### src/rtl/spi_master_datapath.sv
// SPI master datapath (mode 0: MSB first, sample on rising SCLK, shift on falling SCLK).
// Holds the packet-size and chip-select address registers, the TX/RX shift registers and
// the bit counter, all sequenced by strobes from the companion control FSM.
//
// Ports:
//   clk, reset_n         - clock, asynchronous active-low reset
//   recv_msg             - word to transmit, right-aligned
//   packet_size_in/_en   - packet size (bits) and its capture enable
//   cs_addr_in/_en       - target peripheral index and its capture enable
//   shreg_load           - start a packet: load TX, clear RX, load counter
//   sclk_posedge/negedge - one-cycle SCLK edge strobes
//   cs_level             - active-low chip-select level from the FSM
//   spi_miso / spi_mosi  - serial in / serial out
//   cs_n                 - per-peripheral active-low chip selects
//   send_msg             - received word, right-aligned
//   packet_size_reg      - registered (unclamped) packet size
//   cs_addr_reg          - registered peripheral index
//   bit_cnt_zero         - bit counter is zero
module spi_master_datapath #(
  parameter int unsigned nbits   = 32,
  parameter int unsigned ncs     = 1,
  parameter int unsigned logncs  = (ncs > 1) ? $clog2(ncs) : 1,
  parameter int unsigned logbits = $clog2(nbits) + 1
) (
  input  logic               clk,
  input  logic               reset_n,
  input  logic [nbits-1:0]   recv_msg,
  input  logic [logbits-1:0] packet_size_in,
  input  logic               packet_size_reg_en,
  input  logic [logncs-1:0]  cs_addr_in,
  input  logic               cs_addr_reg_en,
  input  logic               shreg_load,
  input  logic               sclk_posedge,
  input  logic               sclk_negedge,
  input  logic               cs_level,
  input  logic               spi_miso,
  output logic               spi_mosi,
  output logic [ncs-1:0]     cs_n,
  output logic [nbits-1:0]   send_msg,
  output logic [logbits-1:0] packet_size_reg,
  output logic [logncs-1:0]  cs_addr_reg,
  output logic               bit_cnt_zero
);

  localparam logic [logbits-1:0] NbitsW = logbits'(nbits);

  logic [logbits-1:0] size_q;
  logic [logncs-1:0]  cs_addr_q;
  logic [nbits-1:0]   tx_q;
  logic [nbits-1:0]   rx_q;
  logic [logbits-1:0] cnt_q;

  logic [logbits-1:0] size_sel;
  logic [logbits-1:0] eff_size;
  logic [nbits-1:0]   tx_load;

  // A size written in the same cycle as the load takes effect immediately.
  always_comb begin
    size_sel = packet_size_reg_en ? packet_size_in : size_q;
    eff_size = (size_sel > NbitsW) ? NbitsW : size_sel;
    // Left-justify so bit eff_size-1 sits at the MSB; a shift of nbits (size 0) yields 0.
    tx_load  = recv_msg << (NbitsW - eff_size);
  end

  always_ff @(posedge clk or negedge reset_n) begin
    if (!reset_n) begin
      size_q    <= '0;
      cs_addr_q <= '0;
      tx_q      <= '0;
      rx_q      <= '0;
      cnt_q     <= '0;
    end else begin
      if (packet_size_reg_en) size_q <= packet_size_in;
      if (cs_addr_reg_en)     cs_addr_q <= cs_addr_in;

      if (shreg_load) begin
        tx_q  <= tx_load;
        rx_q  <= '0;
        cnt_q <= eff_size;
      end else begin
        // Posedges past the end of the packet are ignored so the counter never wraps.
        if (sclk_posedge && (cnt_q != '0)) begin
          rx_q  <= {rx_q[nbits-2:0], spi_miso};
          cnt_q <= cnt_q - logbits'(1);
        end
        if (sclk_negedge) begin
          tx_q <= {tx_q[nbits-2:0], 1'b0};
        end
      end
    end
  end

  // Gated by reset so all selects deassert asynchronously, regardless of cs_level.
  always_comb begin
    cs_n = '1;
    if (reset_n) begin
      for (int i = 0; i < int'(ncs); i++) begin
        if (cs_addr_q == logncs'(i)) cs_n[i] = cs_level;
      end
    end
  end

  assign spi_mosi        = tx_q[nbits-1];
  assign send_msg        = rx_q;
  assign packet_size_reg = size_q;
  assign cs_addr_reg     = cs_addr_q;
  assign bit_cnt_zero    = (cnt_q == '0);

endmodule

### config.mk
export PLATFORM = sky130hd
export DESIGN_NAME = spi_master_datapath
export DESIGN_NICKNAME = d
export VERILOG_FILES = /design/src/rtl/spi_master_datapath.sv
export SDC_FILE = /design/constraint.sdc
export NUM_CORES = 1
export LEC_CHECK = 0
export ABC_AREA = 0
export ABC_CLOCK_PERIOD_IN_PS = 3800
export CAP_MARGIN = 15
export CORE_MARGIN = 5
export CORE_UTILIZATION = 30
export DETAILED_ROUTE_END_ITERATION = 7
export PLACE_DENSITY = 0.52
export SYNTH_ARGS = -nofsm -noshare
export SYNTH_HDL_FRONTEND = slang
export SYNTH_SLANG_ARGS = --single-unit
### constraint.sdc
create_clock -name clk -period 3.8 [get_ports clk]
set_clock_uncertainty 0.1 [all_clocks]
set_input_delay 0.76 -clock clk [delete_from_list [all_inputs] [get_ports clk]]
set_output_delay 0.76 -clock clk [all_outputs]
set_load 0.01 [all_outputs]
Word level (Yosys, flattened, before mapping)
Cells that the tools add are included.
{"block": "op_classes", "muxes": 10, "n_lt_le_gt_ge": 1, "reduce_logical": 5, "add_sub_neg": 2, "n_shift": 1}
{"operator": "$mux W32", "count": 4}
{"operator": "$shl A32 B6 Y32", "count": 1}
{"operator": "$mux W6", "count": 4}
{"operator": "$gt A6 B6 Y1 const B", "count": 1}
{"operator": "$logic_not A6 Y1", "count": 1}
{"operator": "$reduce_bool A6 Y1", "count": 1}
{"operator": "$sub A6 B1 Y6 const B", "count": 1}
{"operator": "$sub A6 B6 Y6 const A", "count": 1}
{"operator": "$reduce_bool A2 Y1", "count": 2}
{"operator": "$mux W1", "count": 2}
{"operator": "$logic_and A1 B1 Y1", "count": 1}
{"block": "word_totals", "in_bits": 48, "elab_cells": 24, "reg_bits": 77, "out_inout_bits": 42}

Logic depth before layout (Yosys ltp)
Gate-level depths: netlist of run 1.
{"block": "depth", "depth_word": 6, "ltp_mapped": 17, "mapped_depth_nobuf": 12}

Worst setup path after synthesis of run 1
OpenSTA, ideal clock, no wires.
{"block": "synth_timing", "path_type": "input-to-reg", "from": "input port packet_size_reg_en", "to": "register tx_q[20]", "setup_time_ps": 104, "t_required_ps": 3596, "path_stages": 16, "arrival_ps": 3760, "path_slack_ps": -164, "path_cell_list": "buf_6 > mux2i_4 > inv_2 > nor2_4 > inv_4 > clkbuf_1 > ha_1 > buf_2 > buf_2 > buf_2 > nor2_1 > o21ai_0 > o31ai_1 > o41ai_1 > o21ai_1 > a221oi_1"}
{"block": "synth_between", "elab_chain_len": 6}
{"item": "start, declared", "line": "29", "rtl": "input logic packet_size_reg_en,"}
{"item": "$mux W6 (*)"}
{"item": "$gt A6 B6 Y1", "line": "60", "rtl": "eff_size = (size_sel > NbitsW) ? NbitsW : size_sel;"}
{"item": "$mux W6 (*)", "line": "60"}
{"item": "$sub A6 B6 Y6 (*)", "line": "62", "rtl": "tx_load = recv_msg << (NbitsW - eff_size);"}
{"item": "$shl A32 B6 Y32 (*)", "line": "62"}
{"item": "$mux W32 (*)", "line": "76", "rtl": "if (shreg_load) begin"}
{"item": "end signal, assigned", "line": "77", "rtl": "tx_q <= tx_load;"}
{"item": "end signal, assigned", "line": "87", "rtl": "tx_q <= {tx_q[nbits-2:0], 1'b0};"}
{"item": "end, declared", "line": "49", "rtl": "logic [nbits-1:0] tx_q;"}
Every way passes the cells marked *; elsewhere a longest branch is shown, timed or not.
A chain may end at the register's enable or synchronous reset.

Worst setup path in the final report of run 1
{"block": "layout_timing", "from": "input port packet_size_in[5]", "to": "register tx_q[25]"}
{"block": "layout_between", "elab_chain_len": 6}
{"item": "start, declared", "line": "28", "rtl": "input logic [logbits-1:0] packet_size_in,"}
{"item": "$mux W6 (*)"}
{"item": "$gt A6 B6 Y1", "line": "60"}
{"item": "$mux W6 (*)", "line": "60"}
{"item": "$sub A6 B6 Y6 (*)", "line": "62"}
{"item": "$shl A32 B6 Y32 (*)", "line": "62"}
{"item": "$mux W32 (*)", "line": "76"}
Marks and branches as above.

==> results.cfg, run 1 <==
[status]
status = finished, final reports clean

[setup_path]
path_class = in2reg
rr_startpoint = packet_size_reg[5]$_DFF_PN0_
path_cells = clkdlybuf4s50_1, mux2i_4, buf_4, nand2_1, ha_1, buf_12, buf_4, mux2i_1, a21oi_2, mux2i_1, buf_4, o21ai_0, a21oi_1, o22ai_1
cp-start-kind = input pin
worst_path_dominant_cell_family = buffers and inverters
r2r-end = tx_q[25]$_DFFE_PN0P_
critical-path-slowest-cell = clkdlybuf4s50_1
cp_slowest_stage_delay_ns = 0.46
worstPathArrival_ns = 3.69
reg2regPathDepth = 13
cp_num_buf_inv = 5
rrSetupSlack_ns = 0.74
crit_fanout = 29
crit_top_cell = buf_4
crit_required_ns = 3.96
setup.worst_path.end_class = flip-flop

[min_path]
min_path_cells = 2
hp-class = reg2reg
hold_end = tx_q[18]$_DFFE_PN0P_
min_from = tx_q[18]$_DFFE_PN0P_

[grt]
grtUsageTotal = 0.187
first_global_vias = 6104
grt_max_degree = 78
top_usage_layer = met2
antenna_found_initial = 0
overflow = 0
use_met1 = 0.262
met3_usage = 0.0237
use_met2 = 0.304
grt_first_pass_wirelength_um = 33500

[placement]
dp_hpwl_um = 15600
port_buffers = 89
dp_cells = 1115
place_congestion = 0.928

[power_and_ir_drop]
p_leak_nw = 3.28
total_power_mw = 3.30
power_density_mw_per_mm2 = 416
peakVddDrop_mv = 0.210

[clocking]
clock_sinks = 77
clk_pin_slew_worst_paths_ns = 0.07
root_buffer = clkbuf_16
cts_buffers = 9
ctsHoldBuffers = 0
cts_tree = yes
worstSkewPairLatency_ns = 0.34
cts-htree-levels = 3
clockBufferDepth = 2

[timing]
hold_violations = 0
rsz0062_at_grt = false
setup_viol = 0
fmax_mhz = 283
maxSlewHeadroom = 0.325
tightest_slew_ns = 1.01
period_share = 0.929
slew_violations = 0
timing.final.crit_period_ns = 3.53
tns_ns = 0

[final_layout]
nNetsFinal = 917
n_antenna_cell = 0
drive_above_1_share = 0.212
multiInputGateArea_mm2 = 0.00347
final_cell_count_no_fill = 1131
syn_to_final_growth_pct = 37.4
register_area_mm2 = 0.00193
fillers = 1860

[drt]
avgViaCountPerCell = 5.41
routedWlPerCell_um = 18.3
vias = 6123
drtIter0Drc = 409
ant_nets = 0
wl_um = 20700
drt_first_pass_iters = 5
drc = 0

[synthesis]
synth.most_common_cell = nand2_1
yosys.area.top_type_share = 0.333
synth_commonest_cells = nand2_1, dfrtp_1, a21oi_1
synth_edf_count = 0
synth-async-reset-ratio = 1.00
synth-seq-cells = 77
synthTopCellsByArea = dfrtp_1, a21oi_1, nand2_1
yosys.area.top_type = dfrtp_1
ys.flop_type = dfrtp_1
synthesis.area_mm2 = 0.00578
synth.net_count = 758
ys_seq_area_frac = 0.333
syn_inst = 707
yosysUniqueCellTypes = 84
avgSynthCellArea_um2 = 8.18
yosysWarnings = 0

[floorplan]
rows = 50
start_util = 0.307
die_x_um = 149
ioPinCount = 90
die_area_mm2 = 0.0222
core_mm2 = 0.0188
die_h_um = 149

[job]
cap_violations = 0
==> routing by layer <==
layer  vias up  share of wire
met5         -              0
met4         0          0.018
met3        30          0.055
met2       199           0.47
met1      2989           0.46
li1       2905              -
==> report_power, final <==
| part | internal [mW] | switching (mW) | total, mW |
|---|---|---|---|
| clock | 0.459 | 0.390 | 0.849 |
| combinational | 0.683 | 0.806 | 1.49 |
| sequential | 0.916 | 0.0503 | 0.967 |
==> area by class of cell <==
type | instances | share of cell area
Sequential cell | 77 | 0.242
Tap cell | 260 | 0.0409
Clock buffer | 9 | 0.0283
Inverter | 33 | 0.0159
Multi-Input combinational cell | 541 | 0.436
Timing Repair Buffer | 204 | 0.228
Clock inverter | 7 | 0.00819
==> tightest hold or removal path, delay by kind of cell (launching register included) <==
family | cells | cell delay (ns)
AOI/OAI and AO/OA | 1 | 0.06
DFF | 1 | 0.34
and+or+nand+nor | 1 | 0.06
==> timing repair <==
| action | CTS | global route |
|---|---|---|
| resized for setup | 0 | 2 |
| setup buffers | 0 | 0 |
| endpoints found under the setup margin | 0 | 13 |
==> how the worst max path moves through the flow <==
| stage | from | endpoint | slack [ns] | cells after the start |
|---|---|---|---|---|
| after global routing | packet_size_in[5] | tx_q[24]$_DFFE_PN0P_ | 0.08 | 14 |
| final | packet_size_in[5] | tx_q[25]$_DFFE_PN0P_ | 0.27 | 14 |
| after global placement | packet_size_reg_en | tx_q[30]$_DFFE_PN0P_ | -0.20 | 15 |
| after detailed placement | packet_size_reg_en | tx_q[29]$_DFFE_PN0P_ | -0.30 | 14 |
| after CTS | packet_size_reg_en | tx_q[29]$_DFFE_PN0P_ | 0.05 | 14 |
| after floorplan | packet_size_reg_en | tx_q[28]$_DFFE_PN0P_ | 0.02 | 16 |
==> metrics by stage <==
step	setup slack [ns]	hold WS, ns	cell area [um2]	utilization
final	0.270	0.388	7950	0.422
after global routing	0.0758	0.418	7950	0.422
after CTS	0.0496	0.383	7940	0.422
after detailed placement	-0.296	0.368	7650	0.406
after global placement	-0.203	0.362	7650	0.406
after floorplan	0.0177	0.341	5800	-
==> cell usage in the layout (no fill, tap or decap), types with 4 or more instances in the layout <==
master and count:
a32oi_1 5, inv_1 30, and2_1 5, a211o_1 8, a2bb2oi_1 6, o31ai_1 5
mux2_2 14, nand2b_1 5, o21ai_0 35, buf_12 5, a21o_1 4, clkdlybuf4s50_1 86
mux2i_1 17, o21a_1 5, a21oi_2 4, nor3_1 16, a31oi_1 11, buf_4 111
nor2b_1 16, nor2_1 45, o211ai_1 18, or3_1 7, nand3_1 20, a211oi_1 11
a22oi_1 6, o21ai_1 9, nand2_1 100, dfrtp_1 77, mux4_2 5, o31a_1 5
a2111oi_0 4, a21oi_1 74, o22ai_1 9, clkbuf_16 9
==> cell families after synthesis <==
family / count (synthesis) / share of synthesized area
flip-flops: 77 / 0.333
XOR/XNOR: 5 / 0.00757
AO/OA/AOI/OAI: 250 / 0.292
buffers and inverters: 89 / 0.0707
adder cells (fa/ha/maj): 3 / 0.00649
AND/OR/NAND/NOR: 243 / 0.204
multiplexers: 40 / 0.0861
Note: power is estimated with default switching activity, not from simulation.
==> run 2: changes to the inputs <==
==> config.mk (replaced) <==
export PLATFORM = sky130hd
export DESIGN_NAME = spi_master_datapath
export DESIGN_NICKNAME = d
export VERILOG_FILES = /design/src/rtl/spi_master_datapath.sv
export SDC_FILE = /design/constraint.sdc
export NUM_CORES = 1
export LEC_CHECK = 0
export ABC_CLOCK_PERIOD_IN_PS = 3800
export CAP_MARGIN = 15
export CORE_UTILIZATION = 55
export DETAILED_ROUTE_END_ITERATION = 7
export PLACE_DENSITY = 0.83
export SYNTH_ARGS = -nofsm -noshare
export SYNTH_HDL_FRONTEND = slang
export SYNTH_SLANG_ARGS = --single-unit
==> run 2 against run 1 <==
Net effect:
- count of clock-buffer cells in the layout did not move
- sequential power increased by 0.6%
- hold slack better by 0.021 ns
- sequential share of layout area up 1.2 points
- clock power fell by 29%
- combinational power hardly changed
- routed wire length is 4.8% lower
- cell area is 4.8% lower
- power shrank 7.9%
- flip-flop and latch count unchanged
- final cell count shrank 13%
==> results.cfg, run 2 (synthesis results as in run 1) <==
[status]
status = finished, final reports clean

[drt]
avgViaCountPerCell = 6.44
vias = 6372
drtIter0Drc = 547
drt_first_pass_iters = 6
routedWlPerCell_um = 19.9
drc = 0
ant_nets = 0
wl_um = 19700

[clocking]
worstSkewPairLatency_ns = 0.37
clock_sinks = 77
ctsHoldBuffers = 0
cts_buffers = 9
clockBufferDepth = 2
cts-htree-levels = 3
clk_pin_slew_worst_paths_ns = 0.10
cts_tree = yes
root_buffer = clkbuf_8

[placement]
dp_hpwl_um = 14400
port_buffers = 89
place_congestion = 0.966

[setup_path]
cp_num_buf_inv = 6
crit_required_ns = 3.93
setup.worst_path.end_class = flip-flop
cp_slowest_stage_delay_ns = 0.48
worst_path_dominant_cell_family = buffers and inverters
critical-path-slowest-cell = clkdlybuf4s50_1
worstPathArrival_ns = 3.69
crit_top_cell = buf_12
cp-start-kind = input pin
path_class = in2reg
path_cells = clkdlybuf4s50_1, mux2i_4, inv_2, nor2_4, inv_4, ha_1, buf_12, buf_12, mux2i_1, nand3_1, o311ai_0, buf_4, o21ai_1, o211ai_1, o311ai_1
crit_fanout = 26

[final_layout]
final_cell_mix = nand2_1, buf_4, clkdlybuf4s50_1, dfrtp_1, a21oi_1
register_area_mm2 = 0.00193
fillers = 814
nNetsFinal = 899
utilization = 0.736
syn_to_final_growth_pct = 30.8
n_antenna_cell = 0
multiInputGateArea_mm2 = 0.00348
final_common_cell = nand2_1
drive_above_1_share = 0.199

[power_and_ir_drop]
p_sw_mw = 1.22
seq_power_share = 0.319
p_comb_frac = 0.481
peakVddDrop_mv = 0.188
p_clk_frac = 0.199
p_leak_nw = 3.14
power_density_mw_per_mm2 = 402
netSwitchingFraction = 0.400
p_int_mw = 1.83

[floorplan]
rows = 37
core_mm2 = 0.0103
die_h_um = 105
ioPinCount = 90
die_x_um = 105
start_util = 0.563
die_area_mm2 = 0.0109

[timing]
hold_violations = 0
timing.final.crit_period_ns = 3.56
period_share = 0.936
rsz0062_at_grt = false
fmax_mhz = 281
setup_viol = 0
slew_violations = 0
tightest_slew_ns = 0.984
whs_ns = 0.409
maxSlewHeadroom = 0.344

[grt]
overflow = 0
grt_first_pass_wirelength_um = 31400
grt_max_degree = 78
grtUsageTotal = 0.365
antenna_found_initial = 0
first_global_vias = 6117

[job]
cap_violations = 0

[min_path]
hp-class = reg2reg
## run 2: cell count changes in the layout (fill, tap and decap cells not counted), sizes merged
cell | before | now
clkinvlp | 1 | 2
buf | 117 | 99
clkinv | 2 | 1
## run 2: worst paths after layout
kind	from	end	slack, ns	cells after the start
setup / recovery	packet_size_in[5]	tx_q[22]$_DFFE_PN0P_	0.24	15
hold / removal	tx_q[5]$_DFFE_PN0P_	tx_q[5]$_DFFE_PN0P_	0.41	1
setup reg to reg	packet_size_reg[5]$_DFF_PN0_	tx_q[22]$_DFFE_PN0P_	0.69	14
hold reg to reg	tx_q[5]$_DFFE_PN0P_	tx_q[5]$_DFFE_PN0P_	0.41	1
max in group asynchronous	reset_n	tx_q[15]$_DFFE_PN0P_	2.43	2
min in group asynchronous	reset_n	send_msg[27]$_DFFE_PN0P_	0.54	2
## run 2: power groups by stage
stage	Combinational (mW)	Clock (mW)	Sequential (mW)
3_3_place_gp	1.39	0	0.979
2_1_floorplan	0.828	0	0.974
3_5_place_dp	1.41	0	0.985
4_1_cts	1.43	0.610	0.969
6_report	1.47	0.607	0.973
5_1_grt	1.56	0.643	0.979
## run 2: timing repair
action / CTS / global route
resized for setup: 0 / 6
endpoints found under the setup margin: 0 / 12
buffers inserted: 0 / 0
## run 2: metrics by stage
step	worst slack, ns	cells	TNS, ns	power, mW	area, um2
global route	0.133	989	0	3.19	7570
floorplan	0.0177	707	0	1.80	5800
finish	0.243	989	0	3.05	7570
global placement	-0.181	973	-2.32	2.37	7360
CTS	0.0884	989	0	3.01	7540
detailed placement	-0.278	973	-4.81	2.40	7360
## run 2: final cells by class
type,count,area share
Clock buffer,9,0.0164
Timing Repair Buffer,186,0.222
Sequential cell,77,0.255
Inverter,33,0.0167
Multi-Input combinational cell,541,0.460
Clock inverter,7,0.00843
Tap cell,136,0.0225
## run 2: worst reg2reg max path, stage by stage, from the launching register on
cell and delay [ns]:
dfrtp_1 0.44, mux2i_4 0.18, inv_2 0.07, nor2_4 0.11, inv_4 0.04, ha_1 0.37, buf_12 0.20, buf_12 0.17
mux2i_1 0.26, nand3_1 0.10, o311ai_0 0.12, buf_4 0.20, o21ai_1 0.08, o211ai_1 0.38, o311ai_1 0.16
## run 2: layer usage
layer  vias to the layer above  global-route usage  wire [um]
met5                         -                   0          0
met4                         0               0.171        747
met3                        57              0.0487       1360
met2                       328               0.622       9690
met1                      3126               0.460       7870
li1                       2861                   -          -
